==> src/rtl/spi_pkg.sv <==
// Shared definitions for the SPI register bridge: command byte layout,
// idle transmit value and the bridge FSM state encoding.
package spi_pkg;

  localparam int unsigned SPI_CMD_RD_BIT = 7;
  localparam logic [7:0]  SPI_IDLE_TX    = 8'hFF;

  typedef enum logic [2:0] {
    ST_IDLE,
    ST_CMD,
    ST_WR_DATA,
    ST_RD_ISSUE,
    ST_RD_LOAD,
    ST_RD_DATA
  } spi_state_e;

endpackage

==> src/rtl/sync_2ff.sv <==
// Generic two-flop synchronizer with a parameterized reset value.
module sync_2ff #(
  parameter int unsigned        WIDTH   = 1,
  parameter logic [WIDTH-1:0]   RST_VAL = '0
) (
  input  logic             clk,
  input  logic             rst,
  input  logic [WIDTH-1:0] d,
  output logic [WIDTH-1:0] q
);

  logic [WIDTH-1:0] meta_q, meta_d;
  logic [WIDTH-1:0] sync_q, sync_d;

  always_comb begin
    meta_d = d;
    sync_d = meta_q;
  end

  always_ff @(posedge clk) begin
    if (rst) begin
      meta_q <= RST_VAL;
      sync_q <= RST_VAL;
    end else begin
      meta_q <= meta_d;
      sync_q <= sync_d;
    end
  end

  assign q = sync_q;

endmodule

==> src/rtl/spi_reg_bridge.sv <==
// Byte-level command decoder behind spi_slaver: decodes {R/W,addr}, drives a
// single-cycle register bus with auto-increment and returns read data on tx_byte.
module spi_reg_bridge
  import spi_pkg::*;
#(
  parameter int unsigned ADDR_W   = 7,
  parameter int unsigned DATA_W   = 8,
  parameter bit          AUTO_INC = 1'b1,
  parameter logic [7:0]  IDLE_TX  = SPI_IDLE_TX
) (
  input  logic              clk,
  input  logic              rst,
  input  logic              cs,
  input  logic [7:0]        rx_byte,
  input  logic              rx_valid,
  output logic [7:0]        tx_byte,
  output logic [ADDR_W-1:0] reg_addr,
  output logic [DATA_W-1:0] reg_wdata,
  output logic              reg_wr,
  output logic              reg_rd,
  input  logic [DATA_W-1:0] reg_rdata,
  output logic              busy,
  output logic              frame_end
);

  logic              cs_sync;
  logic              cs_prev_q, cs_prev_d;
  logic [1:0]        settle_q, settle_d;
  logic              armed_q, armed_d;
  logic              cs_fall, cs_rise;

  spi_state_e        state_q, state_d;
  logic [ADDR_W-1:0] addr_q, addr_d;
  logic [7:0]        tx_byte_q, tx_byte_d;
  logic [DATA_W-1:0] reg_wdata_q, reg_wdata_d;
  logic              reg_wr_q, reg_wr_d;
  logic              busy_q, busy_d;
  logic              frame_end_q, frame_end_d;

  sync_2ff #(
    .WIDTH   (1),
    .RST_VAL (1'b1)
  ) u_cs_sync (
    .clk (clk),
    .rst (rst),
    .d   (cs),
    .q   (cs_sync)
  );

  // The sync stages come out of reset at 1 regardless of the pin, so edges are
  // only trusted once the pipeline has flushed and cs has been seen high. This
  // keeps a reset in the middle of a frame from reopening that same frame.
  always_comb begin
    cs_prev_d = cs_sync;
    settle_d  = (settle_q == 2'd2) ? settle_q : settle_q + 2'd1;
    armed_d   = armed_q | ((settle_q == 2'd2) & cs_sync);
    cs_fall   = armed_q &  cs_prev_q & ~cs_sync;
    cs_rise   = armed_q & ~cs_prev_q &  cs_sync;
  end

  always_comb begin
    state_d     = state_q;
    addr_d      = addr_q;
    tx_byte_d   = tx_byte_q;
    reg_wdata_d = reg_wdata_q;
    reg_wr_d    = 1'b0;
    reg_rd      = 1'b0;
    busy_d      = busy_q;
    frame_end_d = cs_rise;

    // Write address advances after the strobe so reg_addr is stable during it.
    if (reg_wr_q) begin
      addr_d = addr_q + ADDR_W'(AUTO_INC);
    end

    case (state_q)
      ST_IDLE: begin
        if (cs_fall) begin
          state_d = ST_CMD;
          busy_d  = 1'b1;
        end
      end
      ST_CMD: begin
        if (rx_valid) begin
          addr_d  = rx_byte[ADDR_W-1:0];
          state_d = rx_byte[SPI_CMD_RD_BIT] ? ST_RD_ISSUE : ST_WR_DATA;
        end
      end
      ST_WR_DATA: begin
        if (rx_valid) begin
          reg_wr_d    = 1'b1;
          reg_wdata_d = DATA_W'(rx_byte);
        end
      end
      ST_RD_ISSUE: begin
        reg_rd  = ~cs_rise;
        state_d = ST_RD_LOAD;
      end
      ST_RD_LOAD: begin
        tx_byte_d = 8'(reg_rdata);
        state_d   = ST_RD_DATA;
      end
      ST_RD_DATA: begin
        if (rx_valid) begin
          addr_d  = addr_q + ADDR_W'(AUTO_INC);
          state_d = ST_RD_ISSUE;
        end
      end
      default: state_d = ST_IDLE;
    endcase

    // Frame close wins over everything except the byte that finished with it.
    if (cs_rise) begin
      state_d   = ST_IDLE;
      busy_d    = 1'b0;
      tx_byte_d = IDLE_TX;
    end
  end

  always_ff @(posedge clk) begin
    if (rst) begin
      cs_prev_q   <= 1'b1;
      settle_q    <= '0;
      armed_q     <= 1'b0;
      state_q     <= ST_IDLE;
      addr_q      <= '0;
      tx_byte_q   <= IDLE_TX;
      reg_wdata_q <= '0;
      reg_wr_q    <= 1'b0;
      busy_q      <= 1'b0;
      frame_end_q <= 1'b0;
    end else begin
      cs_prev_q   <= cs_prev_d;
      settle_q    <= settle_d;
      armed_q     <= armed_d;
      state_q     <= state_d;
      addr_q      <= addr_d;
      tx_byte_q   <= tx_byte_d;
      reg_wdata_q <= reg_wdata_d;
      reg_wr_q    <= reg_wr_d;
      busy_q      <= busy_d;
      frame_end_q <= frame_end_d;
    end
  end

  assign tx_byte   = tx_byte_q;
  assign reg_addr  = addr_q;
  assign reg_wdata = reg_wdata_q;
  assign reg_wr    = reg_wr_q;
  assign busy      = busy_q;
  assign frame_end = frame_end_q;

endmodule

==> config.mk <==
export PLATFORM = sky130hd
export DESIGN_NAME = spi_reg_bridge
export DESIGN_NICKNAME = d
export VERILOG_FILES = /design/src/rtl/spi_pkg.sv /design/src/rtl/sync_2ff.sv /design/src/rtl/spi_reg_bridge.sv
export SDC_FILE = /design/constraint.sdc
export NUM_CORES = 1
export LEC_CHECK = 0
export CELL_PAD_IN_SITES_DETAIL_PLACEMENT = 0
export CELL_PAD_IN_SITES_GLOBAL_PLACEMENT = 1
export CORE_ASPECT_RATIO = 0.8
export CORE_MARGIN = 5
export CORE_UTILIZATION = 35
export CTS_CLUSTER_DIAMETER = 30
export DETAILED_ROUTE_END_ITERATION = 16
export PLACE_DENSITY = 0.9
export SETUP_SLACK_MARGIN = 0.5
export SYNTH_ARGS = -nofsm -noshare
export SYNTH_HDL_FRONTEND = slang
export SYNTH_SLANG_ARGS = --single-unit
==> constraint.sdc <==
create_clock -name clk -period 4.75 [get_ports clk]
set_input_delay 1.425 -clock clk [delete_from_list [all_inputs] [get_ports clk]]
set_output_delay 1.425 -clock clk [all_outputs]
set_load 0.005 [all_outputs]
# == Word level (Yosys, flattened, before mapping) ==
# Index checks and enable logic that the tools add are counted.
# op_classes
n_mux,11
add_sub_neg,2
n_eq_ne,9
n_reduce_logical,6
n_bitwise,10
# ops
operator,count
$mux 7,3
$pmux 3 s6,1
$pmux 7 s2,1
$mux 3,3
$add 7x1->7 const B,1
$eq 3x2->1 const B,2
$eq 3x3->1 const B,2
$ne 2x2->1 const B,3
$and 1x1->1,5
$not 1->1,4
$reduce_and 2->1,2
$reduce_and 4->1,1
$reduce_or 2->1,2
$eq 3x1->1 const B,1
$logic_not 3->1,1
$mux 1,3
$add 2x1->2 const B,1
$eq 2x2->1 const B,1
$or 1x1->1,1
# totals
in_bits,20
wordCells,50
ff_bits,35
output_inout_bits,27

# == Depth between registers and ports, before layout ==
# Gate-level depths: netlist of the first run.
# logic_depth
ltp_word,5
ltp_mapped,6
ltp_nobuf,5

# == By module ==
# A second synthesis of the first run with hierarchy kept.
# hier_totals
cells_unflattened,193
area_unflattened_um2,1575.3
# by_module_without_submodules
mod,area_each_um2,seq_area_each_um2,instances,cells_per_inst
spi_reg_bridge,1522.7,660.6,1,189
sync_2ff,52.6,40.0,1,4

# == Worst setup path before layout of the first run ==
# Ideal clock, no wire load.
# synth_timing
path_kind,input to register
start,in rx_valid
end,reg addr_q[6] (netlist: reg_addr[6])
arrival_ns,2.182
setup_slack_ns,2.451
path_stages,5
t_required_ns,4.633
setup_ns,0.117
path_cell_list,and3b_1 > buf_6 > o2111ai_1 > xnor2_1 > a32o_1
# synth_via
elab_chain_cells,2
word_cells_on_any_way,3
cone_classes,mux: 3
# synth_lines
item,line,rtl
start: declaration,spi_reg_bridge.sv:15,"input logic rx_valid,"
$mux 7 (on tied branches),"spi_reg_bridge.sv:104, spi_reg_bridge.sv:84",
$pmux 7 s2 (*),spi_reg_bridge.sv:76,case (state_q)
end signal: assignment,spi_reg_bridge.sv:137,addr_q <= addr_d;
end: declaration,spi_reg_bridge.sv:33,"logic [ADDR_W-1:0] addr_q, addr_d;"
# Every way passes the cells marked *; elsewhere a longest branch is shown, timed or not.
# A chain may end at the register's enable or synchronous reset.

# == Worst setup path after layout of the first run ==
# layout_timing
start,reg state_q[2]
end,out reg_rd
# layout_via
elab_chain_cells,2
# layout_lines
item,line,rtl
start: declaration,spi_reg_bridge.sv:32,"spi_state_e state_q, state_d;"
start signal: assignment,spi_reg_bridge.sv:136,state_q <= state_d;
$eq 3x2->1,spi_reg_bridge.sv:76,
$mux 1,spi_reg_bridge.sv:76,
end: declaration,spi_reg_bridge.sv:20,"output logic reg_rd,"
# Every way passes these cells.

==> flow_summary.toml, run 1 <==
[sta]
skew_ns = 0.00655
fin_crit_sh_pct = 65.2
finalMaxSlewViolations = 0
rsz0062_at_grt = "false"
max_freq_mhz = 323
period_needed_ns = 3.10
worst_slew_pin_slew_ns = 0.692
worst_slack_ns = 1.65
slew_headroom_pct = 53.7
setup_viol = 0
final_hold_viol_count = 0
tns_ns = 0

[cells_and_area]
syn_to_final_growth_pct = 36.2
drive_gt1_share_pct = 5.19
num_antenna_cells = 0
finish.net_count = 253
fin_area_um2 = 2130

[logic_synthesis]
avgSynthCellArea_um2 = 8.25
synth_area_um2 = 1570
ys_seq_elements = 35
yosysWarnings = 0
syn_inst = 190
synth_nets = 212
ys_types = 36
ys_seq_area_share_pct = 44.7

[grt]
met3_usage_pct = 4.23
grt_antenna_before_repair = 0
grt.busiest_layer = "met2"
gr-usage-all-layers_pct = 13.4
first_global_vias = 1374
met2_usage_pct = 21.1
grt_max_degree = 26
grt_pass1_wl_um = 6510
gr-total-overflow = 0
grt_util_met1_pct = 17.8

[worst_setup_path]
slowest_delay_ns = 0.51
cp_max_fo = 17
crit_chain = "nand3b_1, nor2_1, clkdlybuf4s50_1"
criticalPathCategory = "register to primary output"
crit_required_ns = 3.32
end_kind = "primary output"
cp_top_family = "buffers and inverters"
cp_slowest_cell = "clkdlybuf4s50_1"
start_kind = "register"
crit_arrival_ns = 1.67
crit_buf_inv = 1

[job]
maxCapViolations = 0

[placement]
gp_congestion = 0.733
dp_worst_setup_slack_ns = 1.51
dp_hpwl_um = 2720
port_buffers = 46
dpl_cell_area_um2 = 2030

[clock_network]
cts_resized = 0
cts_setup_buffers = 0
cts-root-buf = "clkbuf_8"
insertion_delay_ns = 0.28
clkTransAtPathRegs_ns = 0.07
cts_sinks = 35
ctsHoldBuffers = 0
cts_buffers = 5
htreeDepth = 2
cts_tree = "built"
cts_buffer_depth = 2

[floorplanning]
core_um2 = 4260
die-area_um2 = 5930
chipHeight_um = 69.9
dieWidth_um = 84.8
io_pins = 47
row_count = 21
start_util_pct = 36.8

[route]
vias_per_cell = 5.01
drt_iter0_markers = 99
ant_nets = 0
wl_um = 3780
routedWlPerCell_um = 13.1
vias = 1443
dr.pass1.iters = 4
drc = 0

[power]
swShare_pct = 22.8
ir_worst_vdd_uv = 149
power.density_nw_per_um2 = 303
internal_power_w = 0.000500
combPwrFrac_pct = 11.1
power_frac_clock_pct = 39.8
p_switching_w = 0.000148
leakage_nw = 0.796
seq_power_share_pct = 49.1

[outcome]
outcome = "complete, no violations"

[hold_path]
hp-class = "register to register"
-- routing by layer --
metal | routed length, um | vias to the layer above
met1 | 1820 | 676
met3 | 182 | 5
li1 | - | 736
met2 | 1740 | 26
met5 | 0 | -
met4 | 38 | 0
-- flip-flops by register name, summed over array words and instances, names as in the netlist --
register and cells:
tx_byte 8, armed_q 1, u_cs_sync.meta_q 1, busy 1, state_q 3, reg_wdata 8
reg_wr 1, settle_q 2, cs_prev_q 1, frame_end 1, reg_addr 7, u_cs_sync.q 1
-- layout by cell type, fill, tap and decap left out, types with 2 or more instances in the layout --
cell type / count
a211oi_1: 3
a21oi_1: 12
a32o_1: 4
and2_1: 2
and3_1: 2
clkbuf_8: 5
clkdlybuf4s50_1: 46
dfxtp_1: 35
ha_1: 2
mux2i_1: 2
nand2_1: 39
nand2b_1: 4
nand3_1: 10
nand4_1: 4
nor2_1: 17
nor3_1: 8
o2111ai_1: 2
o21a_1: 2
o21ai_0: 5
o21ai_1: 2
or2_2: 3
or3b_1: 2
xnor2_1: 2
xor2_1: 6
-- kinds of logic (layout without fill, tap and decap cells) --
| kind of cell | after synthesis | in the layout | synth area share, % |
|---|---|---|---|
| fa+ha+maj | 2 | 2 | 1.60 |
| mux | 2 | 2 | 1.28 |
| buf+inv | 14 | 55 | 5.27 |
| simple gates | 96 | 96 | 28.8 |
| compound gates | 33 | 33 | 13.9 |
| xor+xnor | 8 | 8 | 4.47 |
| flops | 35 | 35 | 44.7 |
-- Yosys cell counts --
master,n,area [um^2]
o2111ai_1,2,17.5
xnor2_1,2,17.5
o21a_1,2,15.0
mux2i_1,2,20.0
nand3b_1,1,7.51
xor2_1,6,52.6
buf_2,2,10.0
nor2_1,17,63.8
o211ai_1,1,7.51
nor3_1,8,40.0
or3b_1,2,17.5
nand4_1,4,25.0
and3_1,2,12.5
clkbuf_1,5,18.8
ha_1,2,25.0
inv_1,1,3.75
o32ai_1,1,8.76
or2b_2,1,8.76
o2111a_1,1,11.3
and3b_1,1,8.76
buf_6,2,22.5
nor2b_1,1,6.26
and4_1,1,8.76
nand3_1,10,50.1
a211oi_1,3,22.5
dfxtp_1,35,701
nand2_1,39,146
a32o_1,4,40.0
and2_1,2,12.5
o21ai_1,2,10.0
clkbuf_2,1,5.00
nand2b_1,4,25.0
buf_4,3,22.5
or2_2,3,18.8
a21oi_1,12,60.1
o21ai_0,5,25.0
-- area by class of cell --
class                   count  area (um^2)
fillers                   436         2120
clock inverters             2         37.5
repair buffers             47          468
well taps                  57         71.3
inverters                   1         3.75
clock buffers               5         68.8
flip-flops and latches     35          701
multi-input cells         141          785
-- final timing paths --
path / depth (start not counted) / slack [ns] / startpoint / endpoint
worst max-delay path: 3 / 1.65 / state_q[2] / reg_rd
worst min-delay path: 1 / 0.41 / u_cs_sync.meta_q / u_cs_sync.q
worst max register to register: 5 / 2.91 / reg_addr[0] / reg_addr[6]
worst min register to register: 1 / 0.41 / u_cs_sync.meta_q / u_cs_sync.q
-- power groups by stage --
stage | sequential (W) | combinational [W] | clock (W)
floorplan | 0.000322 | 0.0000463 | 0
global placement | 0.000324 | 0.0000707 | 0
detailed placement | 0.000325 | 0.0000725 | 0
CTS | 0.000318 | 0.0000730 | 0.000265
global route | 0.000320 | 0.0000795 | 0.000276
finish | 0.000318 | 0.0000719 | 0.000258
-- per-stage QoR --
step / hold slack [ns] / util (%) / instances / total power (W)
finish: 0.411 / 50.1 / 288 / 0.000648
global route: 0.430 / 50.1 / 288 / 0.000675
CTS: 0.413 / 50.1 / 288 / 0.000656
detailed placement: 0.396 / 47.6 / 281 / 0.000397
global placement: 0.391 / 47.6 / 281 / 0.000395
floorplan: 0.389 / - / 190 / 0.000368
(Power assumes the default switching activity.)
==> run 2, diff against run 1 <==
--- a/config.mk
+++ b/config.mk
@@ -9,10 +9,10 @@
 export CELL_PAD_IN_SITES_GLOBAL_PLACEMENT = 1
 export CORE_ASPECT_RATIO = 0.8
 export CORE_MARGIN = 5
-export CORE_UTILIZATION = 35
+export CORE_UTILIZATION = 33
 export CTS_CLUSTER_DIAMETER = 30
 export DETAILED_ROUTE_END_ITERATION = 16
-export PLACE_DENSITY = 0.9
+export PLACE_DENSITY = 0.86
 export SETUP_SLACK_MARGIN = 0.5
 export SYNTH_ARGS = -nofsm -noshare
 export SYNTH_HDL_FRONTEND = slang
==> constraint.sdc (replaced) <==
create_clock -name clk -period 3.09 [get_ports clk]
set_input_delay 0.927 -clock clk [delete_from_list [all_inputs] [get_ports clk]]
set_output_delay 0.927 -clock clk [all_outputs]
set_load 0.005 [all_outputs]
==> run 2 against run 1 <==
Combinational power is 53% higher; flip-flop and latch count stayed put; sequential power is 54% higher; largest cell class unchanged; cell area is 0.53% lower; global-route usage is 1.1 points lower; power is 41% higher; wire length is 1.9% lower.
==> flow_summary.toml, run 2 (same netlist as run 1, synthesis figures left out) <==
[sta]
tns_ns = 0
period_needed_ns = 2.44
max_freq_mhz = 409
fin_crit_sh_pct = 79.1
final_hold_viol_count = 0
setup_viol = 0
rsz0062_at_grt = "false"
worst_slew_pin_slew_ns = 0.657
finalMaxSlewViolations = 0
slew_headroom_pct = 56.0
skew_ns = 0.00533
worst_hold_slack_ns = 0.409

[cells_and_area]
final_common_cell = "clkdlybuf4s50_1"
post-route-util_pct = 46.2
regArea_um2 = 703
drive_gt1_share_pct = 6.01
finish.net_count = 254
num_antenna_cells = 0
multi_input_area_um2 = 785
n_fill_cell = 454
layout_common_cells = "clkdlybuf4s50_1, nand2_1, dfxtp_1"
instances_no_fill = 293
syn_to_final_growth_pct = 35.4

[route]
vias = 1408
dr.pass1.iters = 4
routedWlPerCell_um = 12.6
drc = 0
vias_per_cell = 4.81
ant_nets = 0
wl_um = 3710
drt_iter0_markers = 50

[worst_setup_path]
end_kind = "primary output"
crit_arrival_ns = 1.52
start_kind = "register"
criticalPathCategory = "register to primary output"
r2r_slack_ns = 1.27
rr_startpoint = "reg_addr[0]"
crit_required_ns = 2.16
rr_worst_depth = 5
cp_max_fo = 17
r2r-end = "reg_addr[6]"

[grt]
grt_pass1_wl_um = 6220
grt_antenna_before_repair = 0
gr-total-overflow = 0
gr-usage-all-layers_pct = 12.3
grt_max_degree = 25
first_global_vias = 1368

[clock_network]
cts_tree = "built"
clkTransAtPathRegs_ns = 0.06
cts_resized = 0
insertion_delay_ns = 0.28
cts_sinks = 35
cts-root-buf = "clkbuf_8"
htreeDepth = 2
ctsHoldBuffers = 0
cts_buffer_depth = 2
cts_buffers = 5
cts_setup_buffers = 0

[outcome]
outcome = "complete, no violations"

[placement]
dp_hpwl_um = 2680
dp_cells = 285
port_buffers = 46
gp_congestion = 0.798

[floorplanning]
io_pins = 47
chipHeight_um = 71.7
start_util_pct = 34.1
die-area_um2 = 6240
core_um2 = 4600
row_count = 22
dieWidth_um = 87.1

[hold_path]
hp-class = "register to register"
hp-start = "u_cs_sync.meta_q"
worstHoldPathCells = 1
worst_hold_path.endpoint = "u_cs_sync.q"

[power]
ir_worst_vdd_uv = 325
power.density_nw_per_um2 = 430
power_w = 0.000914
leakage_nw = 0.793

[job]
maxCapViolations = 0
run 2: worst max path at each step:
| stage | start | endpoint | slack [ns] | depth (start not counted) |
|---|---|---|---|---|
| after global routing | state_q[2] | reg_rd | 0.55 | 3 |
| after floorplan | rx_valid | reg_addr[6] | 1.29 | 5 |
| final | state_q[2] | reg_rd | 0.65 | 3 |
| after CTS | state_q[2] | reg_rd | 0.52 | 3 |
| after global placement | rx_valid | reg_addr[6] | 0.67 | 5 |
| after detailed placement | rx_valid | reg_addr[6] | 0.66 | 5 |
run 2: routing by layer:
metal | GRT usage [%] | vias up | wire [um]
met3 | 4.83 | 2 | 318
met5 | 0 | - | 0
met2 | 20.0 | 46 | 1710
li1 | - | 736 | -
met1 | 15.4 | 624 | 1670
met4 | 2.60 | 0 | 14
run 2: layout make-up:
type	count	area share [%]
Multi-Input combinational cell	141	36.9
Inverter	1	0.177
Clock buffer	7	3.59
Clock inverter	1	0.236
Sequential cell	35	33.1
Tap cell	60	3.54
Timing Repair Buffer	48	22.4
run 2: where the power goes:
part / switching, W / total, W / internal, W / leakage, nW
clock: 0.000157 / 0.000315 / 0.000158 / 0.0422
combinational: 0.0000496 / 0.000110 / 0.0000601 / 0.467
sequential: 0.0000159 / 0.000489 / 0.000473 / 0.285
run 2: stage by stage:
stage	instance area (um^2)	setup slack, ns
2_1_floorplan	1570	1.29
3_3_place_gp	2040	0.669
3_5_place_dp	2040	0.656
4_1_cts	2120	0.519
5_1_grt	2120	0.546
6_report	2120	0.645
run 2: worst max-delay path, stage by stage, from the launching register on:
cell,delay [ns]
dfxtp_2,0.40
nand3b_1,0.21
nor2_1,0.12
clkdlybuf4s50_1,0.51
==> variant (config.mk and constraints of run 2) <==
The output `frame_end` loses its register stage (`frame_end_q` becomes a continuous assignment).
--- a/src/rtl/spi_reg_bridge.sv
+++ b/src/rtl/spi_reg_bridge.sv
@@ -129,5 +129,4 @@
       reg_wr_q    <= 1'b0;
       busy_q      <= 1'b0;
-      frame_end_q <= 1'b0;
     end else begin
       cs_prev_q   <= cs_prev_d;
@@ -140,7 +139,8 @@
       reg_wr_q    <= reg_wr_d;
       busy_q      <= busy_d;
-      frame_end_q <= frame_end_d;
     end
   end
+
+  assign frame_end_q = frame_end_d;
 
   assign tx_byte   = tx_byte_q;
Function: changed (a bounded check fails within 10 cycles, from zero or initial values and one cycle with rst high).
==> variant against run 2 <==
  * Setup slack worse by 0.019 ns
  * Synthesized cell count fell by 2.1%
  * Largest cell class unchanged
  * Critical endpoint unchanged
  * Design area decreased by 0.83%
  * Maximum frequency decreased by 0.77%
  * Synthesized area fell by 2.6%
  * Total power increased by 0.87%
  * Largest power group unchanged
  * Sequential cell count down 1
  * Wire length rose by 3.1%
==> variant: results (changes against run 2) <==
- Num CTS Buffers: 5 (unchanged)
- Total GRT Usage: 0.130 (+0.00726)
- Commonest non-fill, non-tap cell in the layout: clkdlybuf4s50_1
- Final GP Congestion: 0.842 (+5.5%)
- Async SR Flop Fraction: 0 (unchanged)
- Syn nets: 208 (-1.9%)
- RR Endpoint: reg_addr[4]
- Final-report hold violation count: 0 (unchanged)
- Pre-CTS setup slack: 0.448 ns (-0.208 ns)
- Min Hold Slack: 0.416 ns (+0.00678 ns)
- Clock transition at path regs: 0.06 ns (about the same)
- Final-layout fill cell count: 469 (+3.3%)
- First-iteration detailed-routing DRC count: 91 (+82%)
- PortBufs: 46 (unchanged)
- Vias in the first global route: 1,310 (-4.2%)
- Root buf cell: clkbuf_8
- Worst hold start: u_cs_sync.meta_q
- Sequential area share after synthesis: 0.446 (-0.00139)
- H-tree depth: 2 (unchanged)
- Worst hold path cell count: 1 (unchanged)
- Router iterations before antenna repair: 4 (unchanged)
- Max VDD drop: 0.296 mV (-8.7%)
- DR WL/cell: 13.1 um (+3.8%)
- Clock Path Buffers: 2 (unchanged)
- Worst-margin pin slew: 0.827 ns (+0.169 ns)
- Nets: 252 (-0.79%)
- DPL Wire Length: 2850 um (+6.3%)
- Synth cell types: 39 (+8.3%)
- Max Freq: 406 MHz (-0.77%)
- Vias: 1,447 (+2.8%)
- Synth top cells by count: nand2_1 (39), dfxtp_1 (34), nor2_1 (15)
- Layout Skew: 0.00796 ns (+0.00264 ns)
- Yosys warnings: 0 (unchanged)
- P_leak: 0.794 nW (about the same)
- Largest net degree at the start of global routing: 14 (-44%)
- Most used DFF post-synth: dfxtp_1
- WHS Endpoint: u_cs_sync.q
- Diodes inserted: 0 (unchanged)
- Worst Setup EP: reg_rd
- Flop2flop setup slack: 1.39 ns (+0.12 ns)
- Switching power total: 0.000222 W (about the same)
- CP Max Fanout: 13 (-4)
- First-pass GRT wire length: 6330 um (+1.9%)
- Antenna violations before repair: 0 (unchanged)
- Worst r2r src: reg_addr[0]
- Layout cells sized above 1: 0.0866 (+0.0265)
- Min-Delay Path Class: reg2reg
- Area contributors post-synth: dfxtp_1 (45%), nand2_1 (9.6%), a21oi_1 (4.6%)
- Outcome: finished clean
- Worst setup path start: state_q[2]
- Worst skew pair latency: 0.28 ns (about the same)
- Path depth of the worst reg2reg path: 5 (unchanged)
- Worst EP arrival: 1.54 ns (+0.02 ns)
[variant: changes by cell type after synthesis, sizes merged, moves of 3 or more]
cell / change
a21oi: +3
a32o: -4
a211oi: -3
nand3: +3
clkbuf: -3
nand2b: -3
[variant: power groups by stage]
stage / sequential [W] / combinational, W / clock [W]
floorplan: 0.000481 / 0.0000698 / 0
global placement: 0.000485 / 0.000110 / 0
detailed placement: 0.000486 / 0.000111 / 0
CTS: 0.000476 / 0.000112 / 0.000346
global route: 0.000478 / 0.000125 / 0.000365
finish: 0.000476 / 0.000111 / 0.000335
[variant: logic make-up after synthesis]
logic type,synth area share
compound gates,0.161
xor+xnor,0.0459
fa+ha+maj,0.0164
buf+inv,0.0524
flops,0.446
mux,0.00655
simple gates,0.273
[variant: timing repair]
action | in CTS | in global routing
resized for setup | 1 | 3
setup buffers | 0 | 0
endpoints found under the setup margin | 1 | 2
cloned | 0 | 0
hold buffers | 0 | 0
[variant: critical path: stages, from the launching register on]
cell and delay (ns):
dfxtp_2 0.40, inv_2 0.12, nand3_1 0.11, nor2_1 0.11, clkdlybuf4s50_1 0.52
[variant: layer usage]
metal  global-route usage  routed length (um)  vias to the layer above
met5                    0                   0                        -
met4               0.0598                  57                        0
met3               0.0361                 194                        7
met2                0.188                1750                       30
met1                0.179                1820                      674
li1                     -                   -                      736
[variant: area by class of cell]
class	count	area share
inverters	3	0.00535
multi-input cells	138	0.365
well taps	60	0.0357
flip-flops and latches	34	0.324
clock inverters	1	0.00238
repair buffers	48	0.226
clock buffers	7	0.0410
[variant: through the flow]
stage	instance area (um2)	util	instances
floorplan	1530	-	186
CTS	2100	0.463	291
global route	2110	0.464	291
detailed placement	2010	0.442	283
finish	2110	0.464	291
global placement	2010	0.442	283
